## src/rtl/ov7725_sccb_config_if.sv

```systemverilog
// Pin bundle between the OV7725 configurator, its register init table and the SCCB pads.
// The master side drives the table address and SIO_C/SIO_D. The slave side returns the registered table word.
interface ov7725_sccb_config_if;
    logic [7:0]  tbl_addr;
    logic [15:0] tbl_data;
    logic        sio_c;
    logic        sio_d_out;
    logic        sio_d_oe;

    modport master (
        output tbl_addr,
        output sio_c,
        output sio_d_out,
        output sio_d_oe,
        input  tbl_data
    );

    modport slave (
        input  tbl_addr,
        input  sio_c,
        input  sio_d_out,
        input  sio_d_oe,
        output tbl_data
    );
endinterface

```

## src/rtl/ov7725_sccb_config.sv

```systemverilog
// Walks the OV7725 init table and writes each {reg, value} entry to the camera
// as an SCCB 3-phase write (ID, register, value), then flags done.
module ov7725_sccb_config #(
    parameter int       CLK_FREQ   = 25_000_000,
    parameter int       SCCB_FREQ  = 250_000,
    parameter int       TABLE_SIZE = 68,
    parameter int       RESET_WAIT = 25_000,
    parameter bit [7:0] DEV_ID     = 8'h42
) (
    input  logic clk,
    input  logic rst,
    input  logic start,
    ov7725_sccb_config_if.master bus,
    output logic busy,
    output logic done,
    output logic [7:0] reg_count
);

    localparam int DIV      = CLK_FREQ / (4 * SCCB_FREQ);
    localparam int DIV_W    = (DIV > 1) ? $clog2(DIV) : 1;
    localparam int WAIT_MAX = (RESET_WAIT > 0) ? RESET_WAIT - 1 : 0;
    localparam int WAIT_W   = (WAIT_MAX > 0) ? $clog2(WAIT_MAX + 1) : 1;

    typedef enum logic [2:0] {
        S_IDLE,
        S_FETCH,
        S_START,
        S_SHIFT,
        S_STOP,
        S_GAP,
        S_WAIT_RST,
        S_DONE
    } state_t;

    state_t             state_q, state_d;
    logic [DIV_W-1:0]   div_cnt_q, div_cnt_d;
    logic [1:0]         quarter_q, quarter_d;
    logic [4:0]         bit_idx_q, bit_idx_d;
    logic               fetch_ph_q, fetch_ph_d;
    logic [26:0]        shift_q, shift_d;
    logic [WAIT_W-1:0]  wait_cnt_q, wait_cnt_d;
    logic [7:0]         tbl_addr_q, tbl_addr_d;
    logic [7:0]         reg_count_q, reg_count_d;
    logic               done_q, done_d;

    logic tick;
    logic bit_end;
    logic advance;
    logic bit_timed;
    logic sio_c, sio_d_out, sio_d_oe;

    always_ff @(posedge clk) begin
        if (rst) begin
            state_q     <= S_IDLE;
            div_cnt_q   <= '0;
            quarter_q   <= '0;
            bit_idx_q   <= '0;
            fetch_ph_q  <= 1'b0;
            shift_q     <= '0;
            wait_cnt_q  <= '0;
            tbl_addr_q  <= '0;
            reg_count_q <= '0;
            done_q      <= 1'b0;
        end else begin
            state_q     <= state_d;
            div_cnt_q   <= div_cnt_d;
            quarter_q   <= quarter_d;
            bit_idx_q   <= bit_idx_d;
            fetch_ph_q  <= fetch_ph_d;
            shift_q     <= shift_d;
            wait_cnt_q  <= wait_cnt_d;
            tbl_addr_q  <= tbl_addr_d;
            reg_count_q <= reg_count_d;
            done_q      <= done_d;
        end
    end

    // The quarter-bit tick only runs while a bit is on the wire, so every START begins at q0 with a fresh count.
    always_comb begin
        bit_timed = (state_q == S_START) || (state_q == S_SHIFT) ||
                    (state_q == S_STOP)  || (state_q == S_GAP);
        tick      = (div_cnt_q == DIV_W'(DIV - 1));
        bit_end   = bit_timed && tick && (quarter_q == 2'd3);
        div_cnt_d = '0;
        quarter_d = '0;
        if (bit_timed) begin
            div_cnt_d = tick ? '0 : div_cnt_q + 1'b1;
            quarter_d = tick ? quarter_q + 2'd1 : quarter_q;
        end
    end

    always_comb begin
        state_d     = state_q;
        bit_idx_d   = bit_idx_q;
        fetch_ph_d  = fetch_ph_q;
        shift_d     = shift_q;
        wait_cnt_d  = wait_cnt_q;
        tbl_addr_d  = tbl_addr_q;
        reg_count_d = reg_count_q;
        done_d      = done_q;
        advance     = 1'b0;

        unique case (state_q)
            S_IDLE, S_DONE: begin
                if (start) begin
                    state_d     = S_FETCH;
                    fetch_ph_d  = 1'b0;
                    tbl_addr_d  = '0;
                    reg_count_d = '0;
                    done_d      = 1'b0;
                end
            end
            S_FETCH: begin
                fetch_ph_d = ~fetch_ph_q;
                if (fetch_ph_q) begin
                    if (bus.tbl_data == 16'h0000) begin
                        state_d = S_DONE;
                        done_d  = 1'b1;
                    end else begin
                        shift_d = {DEV_ID, 1'b1, bus.tbl_data[15:8], 1'b1,
                                   bus.tbl_data[7:0], 1'b1};
                        state_d = S_START;
                    end
                end
            end
            S_START: begin
                if (bit_end) begin
                    state_d   = S_SHIFT;
                    bit_idx_d = 5'd26;
                end
            end
            S_SHIFT: begin
                if (bit_end) begin
                    if (bit_idx_q == 5'd0) begin
                        state_d = S_STOP;
                    end else begin
                        bit_idx_d = bit_idx_q - 5'd1;
                    end
                end
            end
            S_STOP: begin
                if (bit_end) begin
                    state_d = S_GAP;
                end
            end
            S_GAP: begin
                if (bit_end) begin
                    if (reg_count_q != 8'hFF) begin
                        reg_count_d = reg_count_q + 8'd1;
                    end
                    if ((tbl_addr_q == 8'd0) && (RESET_WAIT > 0)) begin
                        state_d    = S_WAIT_RST;
                        wait_cnt_d = '0;
                    end else begin
                        advance = 1'b1;
                    end
                end
            end
            S_WAIT_RST: begin
                if (wait_cnt_q == WAIT_W'(WAIT_MAX)) begin
                    advance = 1'b1;
                end else begin
                    wait_cnt_d = wait_cnt_q + 1'b1;
                end
            end
            default: state_d = S_IDLE;
        endcase

        if (advance) begin
            if (tbl_addr_q == 8'(TABLE_SIZE - 1)) begin
                state_d = S_DONE;
                done_d  = 1'b1;
            end else begin
                tbl_addr_d = tbl_addr_q + 8'd1;
                fetch_ph_d = 1'b0;
                state_d    = S_FETCH;
            end
        end
    end

    // Pin levels per quarter. The ack slots (bits 18, 9, 0) release SIO_D to the pull-up.
    always_comb begin
        sio_c     = 1'b1;
        sio_d_out = 1'b1;
        sio_d_oe  = 1'b1;
        unique case (state_q)
            S_START: begin
                sio_c     = (quarter_q != 2'd3);
                sio_d_out = (quarter_q == 2'd0);
            end
            S_SHIFT: begin
                sio_c     = quarter_q[1];
                sio_d_out = shift_q[bit_idx_q];
                sio_d_oe  = !((bit_idx_q == 5'd18) || (bit_idx_q == 5'd9) ||
                              (bit_idx_q == 5'd0));
            end
            S_STOP: begin
                sio_c     = (quarter_q != 2'd0);
                sio_d_out = quarter_q[1];
            end
            default: ;
        endcase
    end

    assign bus.tbl_addr  = tbl_addr_q;
    assign bus.sio_c     = sio_c;
    assign bus.sio_d_out = sio_d_out;
    assign bus.sio_d_oe  = sio_d_oe;
    assign busy          = (state_q != S_IDLE) && (state_q != S_DONE);
    assign done          = done_q;
    assign reg_count     = reg_count_q;

endmodule

```

## src/flat_wrapper.sv

```systemverilog
// flat-port wrapper written by rule: the top's interface ports become plain ports
module ov7725_sccb_config_flat 
#(
    parameter int       CLK_FREQ   = 25_000_000,
    parameter int       SCCB_FREQ  = 250_000,
    parameter int       TABLE_SIZE = 68,
    parameter int       RESET_WAIT = 25_000,
    parameter bit [7:0] DEV_ID     = 8'h42
)
  (clk, rst, start, busy, done, reg_count, bus_tbl_addr, bus_sio_c, bus_sio_d_out, bus_sio_d_oe, bus_tbl_data);
  ov7725_sccb_config_if bus_i ();
  input  logic clk;
  input  logic rst;
  input  logic start;
  output logic busy;
  output logic done;
  output logic [7:0] reg_count;
  output wire logic [$bits(bus_i.tbl_addr)-1:0] bus_tbl_addr;
  output wire logic [$bits(bus_i.sio_c)-1:0] bus_sio_c;
  output wire logic [$bits(bus_i.sio_d_out)-1:0] bus_sio_d_out;
  output wire logic [$bits(bus_i.sio_d_oe)-1:0] bus_sio_d_oe;
  input wire logic [$bits(bus_i.tbl_data)-1:0] bus_tbl_data;
  assign bus_tbl_addr = bus_i.tbl_addr;
  assign bus_sio_c = bus_i.sio_c;
  assign bus_sio_d_out = bus_i.sio_d_out;
  assign bus_sio_d_oe = bus_i.sio_d_oe;
  assign bus_i.tbl_data = bus_tbl_data;
  ov7725_sccb_config #(.CLK_FREQ(CLK_FREQ), .SCCB_FREQ(SCCB_FREQ), .TABLE_SIZE(TABLE_SIZE), .RESET_WAIT(RESET_WAIT), .DEV_ID(DEV_ID)) u_core (.clk(clk), .rst(rst), .start(start), .bus(bus_i), .busy(busy), .done(done), .reg_count(reg_count));
endmodule
```

## config.mk

```make
export PLATFORM = sky130hd
export DESIGN_NAME = ov7725_sccb_config_flat
export DESIGN_NICKNAME = d
export VERILOG_FILES = /design/src/rtl/ov7725_sccb_config_if.sv /design/src/rtl/ov7725_sccb_config.sv /design/src/flat_wrapper.sv
export SDC_FILE = /design/constraint.sdc
export NUM_CORES = 1
export LEC_CHECK = 0
export BUFFER_PORTS_ARGS = -buffer_cell sky130_fd_sc_hd__buf_2
export CELL_PAD_IN_SITES_DETAIL_PLACEMENT = 0
export CELL_PAD_IN_SITES_GLOBAL_PLACEMENT = 1
export CORE_MARGIN = 2
export CORE_UTILIZATION = 44
export DETAILED_ROUTE_END_ITERATION = 10
export HOLD_SLACK_MARGIN = 0.06
export MAX_ROUTING_LAYER = met4
export PLACE_DENSITY = 0.9
export SYNTH_ARGS = -nofsm -noshare
export SYNTH_HDL_FRONTEND = slang
export SYNTH_SLANG_ARGS = --single-unit
```

## constraint.sdc

```tcl
create_clock -name clk -period 3.36 [get_ports clk]
set_clock_uncertainty 0.2 [all_clocks]
set_input_delay 0.168 -clock clk [delete_from_list [all_inputs] [get_ports clk]]
set_output_delay 0.168 -clock clk [all_outputs]
set_load 0.01 [all_outputs]
```

==> flow_results.org, run 1 <==
** Floorplan
- The die is 94.6 µm tall.
- Core region area :: 8090 µm²
- Ports placed on the boundary :: 40
- Die width :: 94.6 µm
- Die ar. :: 8940 µm²
- After floorplanning, the core was divided into 33 placement rows.
- Starting utilization of the core area :: 44.6%

** Worst setup path
- Category of the critical setup timing path :: flip-flop to flip-flop
- Endpoint of the most critical register-to-register path :: u_core.bus.tbl_addr[2]
- The critical path starts at u_core.state_q[0].
- Critical path, cell by cell :: nor2b_1, nand2_1, a2bb2oi_1, o21ai_0, a311oi_1
- STA classifies the critical path endpoint as a flip-flop.
- STA classifies the critical path startpoint as a flip-flop.
- Along the worst path, the maximum fanout reaches 18.
- Worst Path Arrival :: 2800 ps
- Number of cells on the worst reg-to-reg path :: 5
- Worst EP required :: 3430 ps
- Buffers plus inverters on the worst setup path :: 0
- Top Family by Delay on Critical Path :: compound AO/OA/AOI/OAI gates
- Origin of the critical flop-to-flop path :: u_core.state_q[0]
- Setup slack of the worst register-to-register path :: 630 ps
- On the worst path, the slowest cell contributes a delay of 880 ps.
- The slowest stage of the critical path belongs to the cell a2bb2oi_1.

** Final layout
- Fraction of layout cells with a size suffix above 1 :: 14.9%
- Most common library cell in the layout ignoring fill and taps :: dfxtp_1
- Most frequent cells in the layout :: 65 x dfxtp_1, 39 x nor2_1, 39 x buf_2
- Once layout is done, the placed cells without fillers occupy 4240 µm².
- 0 antenna diodes ended up in the layout.
- Relative to the synthesized area, the layout overhead comes to 17.5%.
- Number of nets in the final layout :: 503

** Clock tree
- CTS clk-pin slew, worst paths :: 80 ps
- Clk_lat worst skew :: 350 ps
- Longest Clk Path Bufs :: 2
- The H-tree was split into 3 levels.
- TritonCTS built the clock tree.
- Total clock buffers created by CTS :: 9
- Clock sink count :: 65
- In this run the clock root is driven by a clkbuf_8.

** Logic synthesis
- In the synthesized netlist the dominant register cell turns out to be dfxtp_1.
- After technology mapping, the gate count stands at 427.
- Most area-consuming cells after synthesis :: dfxtp_1 36%, mux2i_1 5.8%, a21oi_1 5.3%
- Synthesis inferred 65 register bits.
- The number of nets in the synthesized netlist is 457.
- Post-synth EDFFs :: 0
- Yosys mapped the design onto 61 distinct sky130hd cell types.
- Cell accounting for the most synthesized area :: dfxtp_1
- After synthesis, the largest area contributor takes up 36.0% of total cell area.
- Async SR Flop Fraction :: 0%
- Total number of yosys warnings :: 0
- Summing the sequential cell areas from Yosys gives 36.0% of the chip area.
- Cell area after synthesis :: 3610 µm²
- After synthesis, the mean cell area works out to 8.45 µm².

** Power and ir drop
- Net switching share of the total power :: 26.1%
- Share of total power in combinational logic :: 9.6%
- Relative contribution of the clock network to total power :: 43.5%
- Pwr per Cell Area :: 404 nW/µm²
- Leakage power total :: 1.60 nW
- In this run the power spent charging and discharging nets is 0.448 mW.
- Registers are responsible for 46.9% of the overall power.
- Internal power comes to 1.27 mW.
- Peak VDD IR :: 0.000230 V

** STA
- For the finished layout, the period the worst path requires is 2730 ps.
- In the finished design, the share of the clock period the worst path needs comes to 81.3%.
- Smallest setup slack after layout :: 627 ps
- Final setup violation count :: 0
- Setup Total Neg Slack :: 0 ps
- Slew of the pin with the lowest slew margin :: 1080 ps
- For this run, the top clock speed supported by timing is 0.366 GHz.
- In this run the tightest slew margin relative to its limit is 27.6%.
- Setup repair after global routing left no endpoint under its margin.
- The number of pins with negative max-slew slack in the final report was 0.
- Final Hold Vio Count :: 0

** Route
- Number of violations reported at the end of detailed-routing iteration 0 :: 136
- After detailed routing, the average wire length per cell comes to 14.6 µm.
- Detailed-router iteration count before antenna repair :: 4
- Across all layers, the routed design uses 3,435 vias.
- Remaining antenna violation count :: 0
- Post-route DRC :: 0
- Wires add up to 8490 µm.
- Via density per instance :: 5.89

** Worst hold path
- The worst hold path begins at rst.
- The worst hold path belongs to the class input pin to flip-flop.
- Hold path endpoint :: u_core.bit_idx_q[0]
- Number of instances on the worst hold path :: 2

** GRT
- Antenna violations before repair :: 0
- The number of global-route vias before repair was 3,135.
- Entering global routing, the biggest net connects 43 pins.
- For this run the aggregate overflow at the end of global routing stands at 0.
- Across every metal layer, demand over resource in global routing totals 20.8%.
- The first global-routing pass estimated 14,500 µm of wire.

** Placed design
- Pre-CTS setup slack :: 651 ps
- The congestion estimate from routability-driven global placement came to 0.862.
- Summing all placed instances gives a cell area of 3850 µm².
- The HPWL after detailed placement is 5770 µm.
- Port buffering added 39 buffers.

** Job
- Max-cap violations :: 0

** Run status
- The run finished with clean final reports.
## what timing repair did
action                                 4_1_cts  5_1_grt
buffers inserted                             0        0
gates resized for setup                      0        0
hold buffers                                17        0
endpoints found under the hold margin       17        0
## power by group through the flow
stage	Sequential, mW	Combinational, mW	Clock, mW
6_report	0.805	0.165	0.746
2_1_floorplan	0.807	0.118	0
3_5_place_dp	0.822	0.149	0
5_1_grt	0.808	0.183	0.780
3_3_place_gp	0.821	0.147	0
4_1_cts	0.804	0.164	0.760
## through the flow
step	util (%)	hold WS (ps)	instances	power, mW
final	52.4	212	583	1.72
after global routing	52.4	217	583	1.77
after CTS	52.4	178	583	1.73
after detailed placement	47.6	224	550	0.971
after global placement	47.6	215	550	0.968
after floorplan	-	112	427	0.925
## sequential cells by signal (all words and copies together), names as in the netlist
name                 flops
u_core.wait_cnt_q       15
u_core.done              1
u_core.quarter_q         2
u_core.state_q           3
u_core.bus.tbl_addr      8
u_core.reg_count         8
u_core.div_cnt_q         5
u_core.shift_q          17
u_core.bit_idx_q         5
u_core.fetch_ph_q        1
## cells in the mapped netlist, drive strengths merged (4+ instances only)
cell type  count
a21oi         38
a31oi         10
and3           6
and4           4
buf            7
clkbuf        15
dfxtp         65
ha            11
inv           15
mux2i         21
mux4           4
nand2         31
nand2b         5
nand3         18
nand4         11
nor2          39
nor3          11
nor4           4
o211ai         9
o21ai         19
o31ai         11
or3            9
or4           13
## worst register-to-register path: cells and delay by family, from the launching register on
| kind | cells | cell delay, ps |
|---|---|---|
| DFF | 1 | 680 |
| AOI/OAI and AO/OA | 3 | 1380 |
| and+or+nand+nor | 2 | 400 |
## final cells by class
type	instances	area, µm²
multi-input combinational	325	2160
fill	792	3850
sequential	65	1300
tap	105	131
clock inverter	7	95.1
inverter	15	56.3
clock buffer	9	124
timing repair buffer	57	373
## worst max path at each step
stage | to | slack, ps | cells after the start
2_1_floorplan | u_core.state_q[2] | 910 | 8
3_3_place_gp | u_core.bus.tbl_addr[2] | 710 | 5
3_5_place_dp | u_core.bus.tbl_addr[2] | 650 | 5
4_1_cts | u_core.reg_count[7] | 660 | 5
5_1_grt | u_core.bus.tbl_addr[2] | 300 | 5
6_report | u_core.bus.tbl_addr[2] | 630 | 5
## metal layers
layer | vias up | wire [µm] | global-route usage, %
li1 | 1705 | - | -
met1 | 1647 | 4070 | 26.7
met2 | 71 | 3980 | 32.4
met3 | 12 | 307 | 3.59
met4 | 0 | 131 | 8.70
met5 | - | 0 | -
## kinds of logic (layout without fill, tap and decap cells)
family / after synthesis / count (layout) / share of synthesized area [%]
AOI/OAI and AO/OA: 115 / 115 / 21.0
muxes: 26 / 26 / 8.63
xor gates and xnor gates: 4 / 4 / 0.971
DFF: 65 / 65 / 36.0
buffers and inverters: 37 / 88 / 4.06
adders and majority gates: 11 / 11 / 3.81
and+or+nand+nor: 169 / 169 / 25.5
No activity file was read; power rests on OpenSTA's default activity.
==> inputs of run 2 (changes only) <==
- ABC_AREA: unset -> 1
- CORE_UTILIZATION: 44 -> 38
- PLACE_DENSITY: 0.9 -> 0.87
- clock period: 3.36 -> 2.3 ns (I/O delays scaled with it)
==> flow_results.org, run 2 <==
** STA
- Final setup violation count :: 0
- Setup repair after global routing left no endpoint under its margin.
- After layout, the worst setup slack is 167 ps.
- Static timing analysis puts the maximum clock frequency at 0.469 GHz.
- In this run the tightest slew margin relative to its limit is 68.4%.
- Setup Total Neg Slack :: 0 ps
- Final Max Tran Viols :: 0
- Worst-case hold slack :: 85.6 ps
- Post-route clock period utilization :: 92.8%
- Final period demand of the worst path :: 2130 ps
- Final Hold Vio Count :: 0
- At the pin with the least slew margin, the transition time is 471 ps.

** Clock tree
- TritonCTS created 9 clock buffers.
- Longest Clk Path Bufs :: 2
- After clock tree synthesis, the clock-pin slew on the worst setup and hold paths is 70 ps.
- The tree is rooted in a clkbuf_8.
- Clk_lat worst skew :: 350 ps
- Clock sink count :: 65
- CTS built an H-tree with a depth of 3.
- TritonCTS built the clock tree.

** Power and ir drop
- In this run the static leakage power is 1.84 nW.
- Pwr per Cell Area :: 641 nW/µm²
- Share of total power in combinational logic :: 29.3%
- Relative contribution of the clock network to total power :: 27.0%
- Per report_power, the sequential group accounts for 43.6% of the total.
- Net switching share of the total power :: 36.6%
- Switching power of the nets :: 1.08 mW
- Across the VDD grid, the largest voltage drop is 0.000338 V.
- Cell internal pwr :: 1.88 mW

** Placed design
- Once placement completed, the tool counted placed cells totaling 771.
- Port buffer count :: 39
- The congestion estimate from routability-driven global placement came to 0.857.
- Pre-CTS setup slack :: 298 ps
- Placed wire-length estimate :: 7160 µm

** GRT
- Maximum number of pins on one net before global-route repair :: 32
- The first global-routing pass estimated 16,600 µm of wire.
- The total overflow left after global routing is 0.
- Antenna violations before repair :: 0
- Number of global-route vias before repair :: 3,747
- Global routing used 18.5% of the available tracks.

** Run status
- The run finished with clean final reports.

** Floorplan
- The die covers 11,300 µm².
- Ports placed on the boundary :: 40
- In this run the standard cell core region covers 10,200 µm².
- Placement Rows :: 37
- DIE HEIGHT :: 106 µm
- The die is 106 µm wide.
- Once the floorplan was initialized, standard cells occupied 38.8% of the core.

** Worst setup path
- Data on the critical path is required at its endpoint by 1990 ps.
- By startpoint and endpoint, the worst setup path is classified as flip-flop to output pin.
- The most critical setup path has its startpoint at u_core.bit_idx_q[3].
- The worst setup path is launched from a flip-flop.
- Of all nets on the critical path, the largest fanout is 10.
- Origin of the critical flop-to-flop path :: u_core.bit_idx_q[0]
- Data on the critical path arrives at its endpoint at 1820 ps.
- Endpoint type of the worst setup path :: output pin

** Final layout
- The number of antenna diodes in the final layout is 0.
- In the final layout, the registers with the most flip-flops are u_core.shift_q x17, u_core.wait_cnt_q x15.
- Most frequent cells in the layout :: 141 x nand2_1, 105 x nor2_1, 63 x dfxtp_1
- Largest Register :: u_core.shift_q
- The layout has 1,059 filler cells.
- The count of cells in the finished layout, fillers not included, comes to 804.
- Fraction of layout cells with a size suffix above 1 :: 15.9%
- At the end of the flow, the number of nets in the layout was 695.
- Compared with the post-synthesis result, the final layout area differs by 16.4%.
- Flip-flop count of the largest register, all copies and words added :: 17
- Most common library cell in the layout ignoring fill and taps :: nand2_1

** Job
- Max-cap violations :: 0

** Logic synthesis
- The cell count after synthesis came out at 604.
- Most repeated cell in the gate-level netlist after synthesis :: nand2_1
- Post-synth EDFFs :: 0
- In the synthesized netlist the dominant register cell turns out to be dfxtp_1.
- Cell area after synthesis :: 3970 µm²
- Area share of the leading cell type in the synthesized netlist :: 32.8%
- Summed over all instances, the cell type with the most area after synthesis is dfxtp_1.
- Post-synthesis register bit count :: 65
- Synth cell count leaders :: 141 x nand2_1, 106 x nor2_1, 65 x dfxtp_1, 49 x inv_1, 49 x nand3_1
- Net count of the mapped netlist :: 634
- Post-synth cell types :: 38
- Yosys attributes the largest share of cell area to dfxtp_1 33%, nand2_1 13%, nor2_1 10%.
- For this run, the number of Yosys warnings is 0.
- Dividing the synthesized area by the synthesized cell count gives 6.58 µm².
- Sequential cells were found to cover 32.8% of the synthesized design area.
- For this run, asynchronously set or reset flops after synthesis account for 0%.

** Route
- Remaining antenna violation count :: 0
- In the final routed layout, each cell accounts on average for 12.1 µm.
- The first detailed-routing pass took 4 iterations.
- The detailed router finished its first iteration with 183 violations.
- Total length of routed wires :: 9760 µm
- After detailed routing, the number of remaining DRC violations is 0.
- The final route contains 4,008 vias.
- Via density per instance :: 4.99

** Worst hold path
- Kind of path behind the tightest hold check :: input pin to flip-flop
- Startpoint of the lowest-slack hold path :: start
## run 2: changes by cell type after synthesis, sizes merged, moves of 10 or more
cell   delta
a31oi    -10
inv      +49
mux2i    -21
nand2   +121
nand3    +37
nor2     +72
o21ai    +20
o31ai    -10
or4      -13
## run 2: power by group through the flow
stage               Combinational [mW]  Sequential, mW  Clock (mW)
floorplan                        0.727            1.26           0
global placement                 0.844            1.31           0
detailed placement               0.845            1.32           0
CTS                              0.872            1.29       0.826
global route                     0.975            1.30       0.869
finish                           0.870            1.29       0.801
## run 2: cells by family after synthesis
| group | share of synthesized area [%] |
|---|---|
| buffers and inverters | 8.91 |
| DFF | 32.8 |
| xor gates and xnor gates | 3.09 |
| AOI/OAI and AO/OA | 11.2 |
| and+or+nand+nor | 40.6 |
| adders and majority gates | 3.46 |
## run 2: stage by stage
stage | utilization, % | power, mW | cell area, µm²
3_5_place_dp | 41.9 | 2.16 | 4290
4_1_cts | 45.0 | 2.99 | 4600
2_1_floorplan | - | 1.99 | 3970
3_3_place_gp | 41.9 | 2.16 | 4290
6_report | 45.2 | 2.96 | 4620
5_1_grt | 45.2 | 3.15 | 4620
## run 2: repair_timing
item | 4_1_cts | 5_1_grt
setup endpoints to repair | 1 | 1
hold buffers | 17 | 0
endpoints found under the hold margin | 22 | 0
setup buffers | 0 | 2
gates resized for setup | 1 | 3
## run 2: cell type report
cell class                 count  area, µm²  area share [%]
inverter                      66        268            5.79
clock inverter                 1       5.00           0.108
clock buffer                  13        139            3.00
multi-input combinational    460       2320            50.2
sequential                    65       1300            28.2
timing repair buffer          63        418            9.04
tap                          136        170            3.68
## run 2: worst max-delay path, stage by stage, from the launching register on
cell      delay, ps
dfxtp_2         440
inv_1           150
nor2_2          170
o211ai_1        110
nand2_1          70
nand2_1          40
nand2_1          50
inv_1            40
nand2_1          50
nand2_1          50
nand2_1          60
nand2_1          50
nand2_1          70
buf_2           130
## run 2: path summary, 6_finish.rpt
kind | to | depth (start not counted) | slack, ps
setup / recovery | bus_sio_d_out | 13 | 170
hold / removal | u_core.bus.tbl_addr[0] | 4 | 90
setup reg to reg | u_core.bit_idx_q[1] | 10 | 290
hold reg to reg | u_core.div_cnt_q[0] | 1 | 260
## run 2: per-layer routing
layer	part of all wire, %	up-vias	global-route usage (%)
met3	3.5	11	2.82
li1	-	2072	-
met1	47	1861	22.4
met5	0	-	-
met2	48	64	31.0
met4	1.3	0	6.86
==> inputs of run 3 (changes only) <==
--- a/config.mk
+++ b/config.mk
@@ -11,3 +11,2 @@
 export CELL_PAD_IN_SITES_GLOBAL_PLACEMENT = 1
-export CORE_MARGIN = 2
 export CORE_UTILIZATION = 38
==> constraint.sdc (replaced) <==
create_clock -name clk -period 2.3 [get_ports clk]
set_clock_uncertainty 0.2 [all_clocks]
set_input_delay 0.575 -clock clk [delete_from_list [all_inputs] [get_ports clk]]
set_output_delay 0.575 -clock clk [all_outputs]
set_load 0.01 [all_outputs]
==> flow_results.org, run 3 (same netlist as run 2, synthesis figures left out) <==
** Placed design
- After detailed placement, the total cell area comes to 4320 µm².
- Placed wire-length estimate :: 7160 µm
- Global placement routability congestion :: 0.873
- Before CTS, the worst setup slack after placement is 135 ps.
- Port buffer count :: 39

** GRT
- Overall routing resource usage :: 19.4%
- The number of antenna violations at the first check in global routing came to 0.
- Entering global routing, the biggest net connects 32 pins.
- The total overflow left after global routing is 0.
- The first global-routing pass estimated 16,700 µm of wire.
- Number of global-route vias before repair :: 3,613

** Floorplan
- Die width :: 104 µm
- The die is 104 µm tall.
- Placement Rows :: 36
- The floorplan step defined a core boundary enclosing 9950 µm².
- Die ar. :: 10,900 µm²
- Once the floorplan was initialized, standard cells occupied 39.9% of the core.
- Ports placed on the boundary :: 40

** STA
- Final setup violation count :: 1
- The number of pins with negative max-slew slack in the final report is 0.
- Unrepaired setup endpoints after global routing :: yes
- For this run, the top clock speed supported by timing is 0.412 GHz.
- After layout, the worst path uses 106% of the clock period.
- Worst-case hold slack :: 265 ps
- Final Hold Vio Count :: 0
- Relative max-transition margin :: 67.6%
- Across all setup checks in the final design, the least slack found is -129 ps.
- Slew of the pin with the lowest slew margin :: 483 ps
- Final period demand of the worst path :: 2430 ps

** Route
- Detailed-router iteration count before antenna repair :: 5
- Total number of vias :: 3,960
- Post-route DRC :: 0
- Remaining antenna violation count :: 0
- In the final routed layout, each cell accounts on average for 12.2 µm.
- Number of violations reported at the end of detailed-routing iteration 0 :: 176
- Via density per instance :: 4.96
- Total length of routed wires :: 9750 µm

** Final layout
- The filler cells instantiated in the layout total 1,019.
- Number of antenna diodes :: 0
- Final core utilization :: 46.8%
- Fraction of layout cells with a size suffix above 1 :: 20.2%
- The register with the most flip-flops in the layout has 17 of them.
- Number of nets in the final layout :: 691
- The library cell used most frequently in the layout, excluding fill and tap cells, is nand2_1.
- Most frequent cells in the layout :: 140 x nand2_1, 103 x nor2_1, 60 x dfxtp_1
- Relative to the synthesized area, the layout overhead comes to 17.4%.
- After routing the design area is 4660 µm².
- Largest Register :: u_core.shift_q
- The largest registers in the layout are u_core.shift_q x17, u_core.wait_cnt_q x15.

** Power and ir drop
- Cell internal power was estimated by the tool at 2.00 mW.
- Share of total power in combinational logic :: 28.6%
- Peak VDD IR :: 0.000372 V
- The share of total power dissipated in sequential elements is 41.2%.
- Leakage power total :: 1.87 nW
- Pwr per Cell Area :: 669 nW/µm²
- Switching power of the nets :: 1.12 mW
- Net switching is 36.0% of the power.
- The clock network is responsible for 30.1% of the overall power.
- Total power :: 3.12 mW

** Clock tree
- Number of hold buffers added after CTS :: 0
- Clock H-tree levels :: 3
- TritonCTS built the clock tree.
- CTS clk-pin slew, worst paths :: 70 ps
- The clock passes through at most 2 buffers.
- Clock sink count :: 65
- At the later pin of the worst-skew pair, clock insertion delay measures 360 ps.
- The tree is rooted in a clkbuf_8.
- Total clock buffers created by CTS :: 9

** Worst setup path
- Endpoint type of the worst setup path :: output pin
- At the worst endpoint, the required time is 1520 ps.
- STA puts the critical path data arrival time at 1650 ps.
- Max FO, Critical Path :: 6
- Kind of start point of the critical path :: flip-flop
- Category of the critical setup timing path :: flip-flop to output pin

** Job
- Max-cap violations :: 0

** Run status
- The flow ran to the end, but the final reports show violations.
- Violated checks :: setup timing

** Worst hold path
- The path class of the tightest hold or removal check is flip-flop to flip-flop.
## run 3: final cells by class
type                    instances  area (µm²)  area share [%]
repair buffers                 59         367            7.86
flip-flops and latches         65        1320            28.3
multi-input cells             460        2360            50.7
clock inverters                 4        45.0           0.966
clock buffers                  11         131            2.82
well taps                     133         166            3.57
inverters                      66         274            5.88
## run 3: final timing paths
check / from / endpoint / slack, ps / cells past startpoint
worst min register to register: u_core.div_cnt_q[0] / u_core.div_cnt_q[0] / 270 / 1
worst max-delay path: u_core.bit_idx_q[1] / bus_sio_d_out / -130 / 8
worst min-delay path: u_core.div_cnt_q[0] / u_core.div_cnt_q[0] / 270 / 1
worst max register to register: u_core.wait_cnt_q[0] / u_core.bus.tbl_addr[0] / 250 / 8
## run 3: what timing repair did
action,CTS,global route
pin swaps,1,6
gates cloned,1,0
resized for setup,26,9
setup buffers,5,4
endpoints found under the setup margin,3,3
## run 3: stage by stage
stage	cells	setup TNS (ps)
2_1_floorplan	604	0
3_3_place_gp	773	0
3_5_place_dp	773	0
4_1_cts	794	-123
6_report	798	-129
5_1_grt	798	-284
## run 3: power by group through the flow
| stage | clock, mW | combinational, mW | sequential, mW |
|---|---|---|---|
| 2_1_floorplan | 0 | 0.727 | 1.26 |
| 3_3_place_gp | 0 | 0.869 | 1.30 |
| 3_5_place_dp | 0 | 0.879 | 1.30 |
| 4_1_cts | 0.957 | 0.882 | 1.28 |
| 5_1_grt | 1.01 | 1.00 | 1.30 |
| 6_report | 0.940 | 0.893 | 1.29 |
## run 3: critical path, stage by stage (launching register included)
cell,delay (ps)
dfxtp_2,360
inv_2,140
nand2_1,140
a21oi_1,210
nand3_1,120
nand2_1,90
nand2_1,40
nand2_1,60
buf_2,130
## run 3: metal layers
layer / share of wire, % / global-route usage, %
met2: 46 / 30.0
met3: 4.1 / 4.32
met1: 48 / 24.5
met4: 1.8 / 8.06
met5: 0 / -
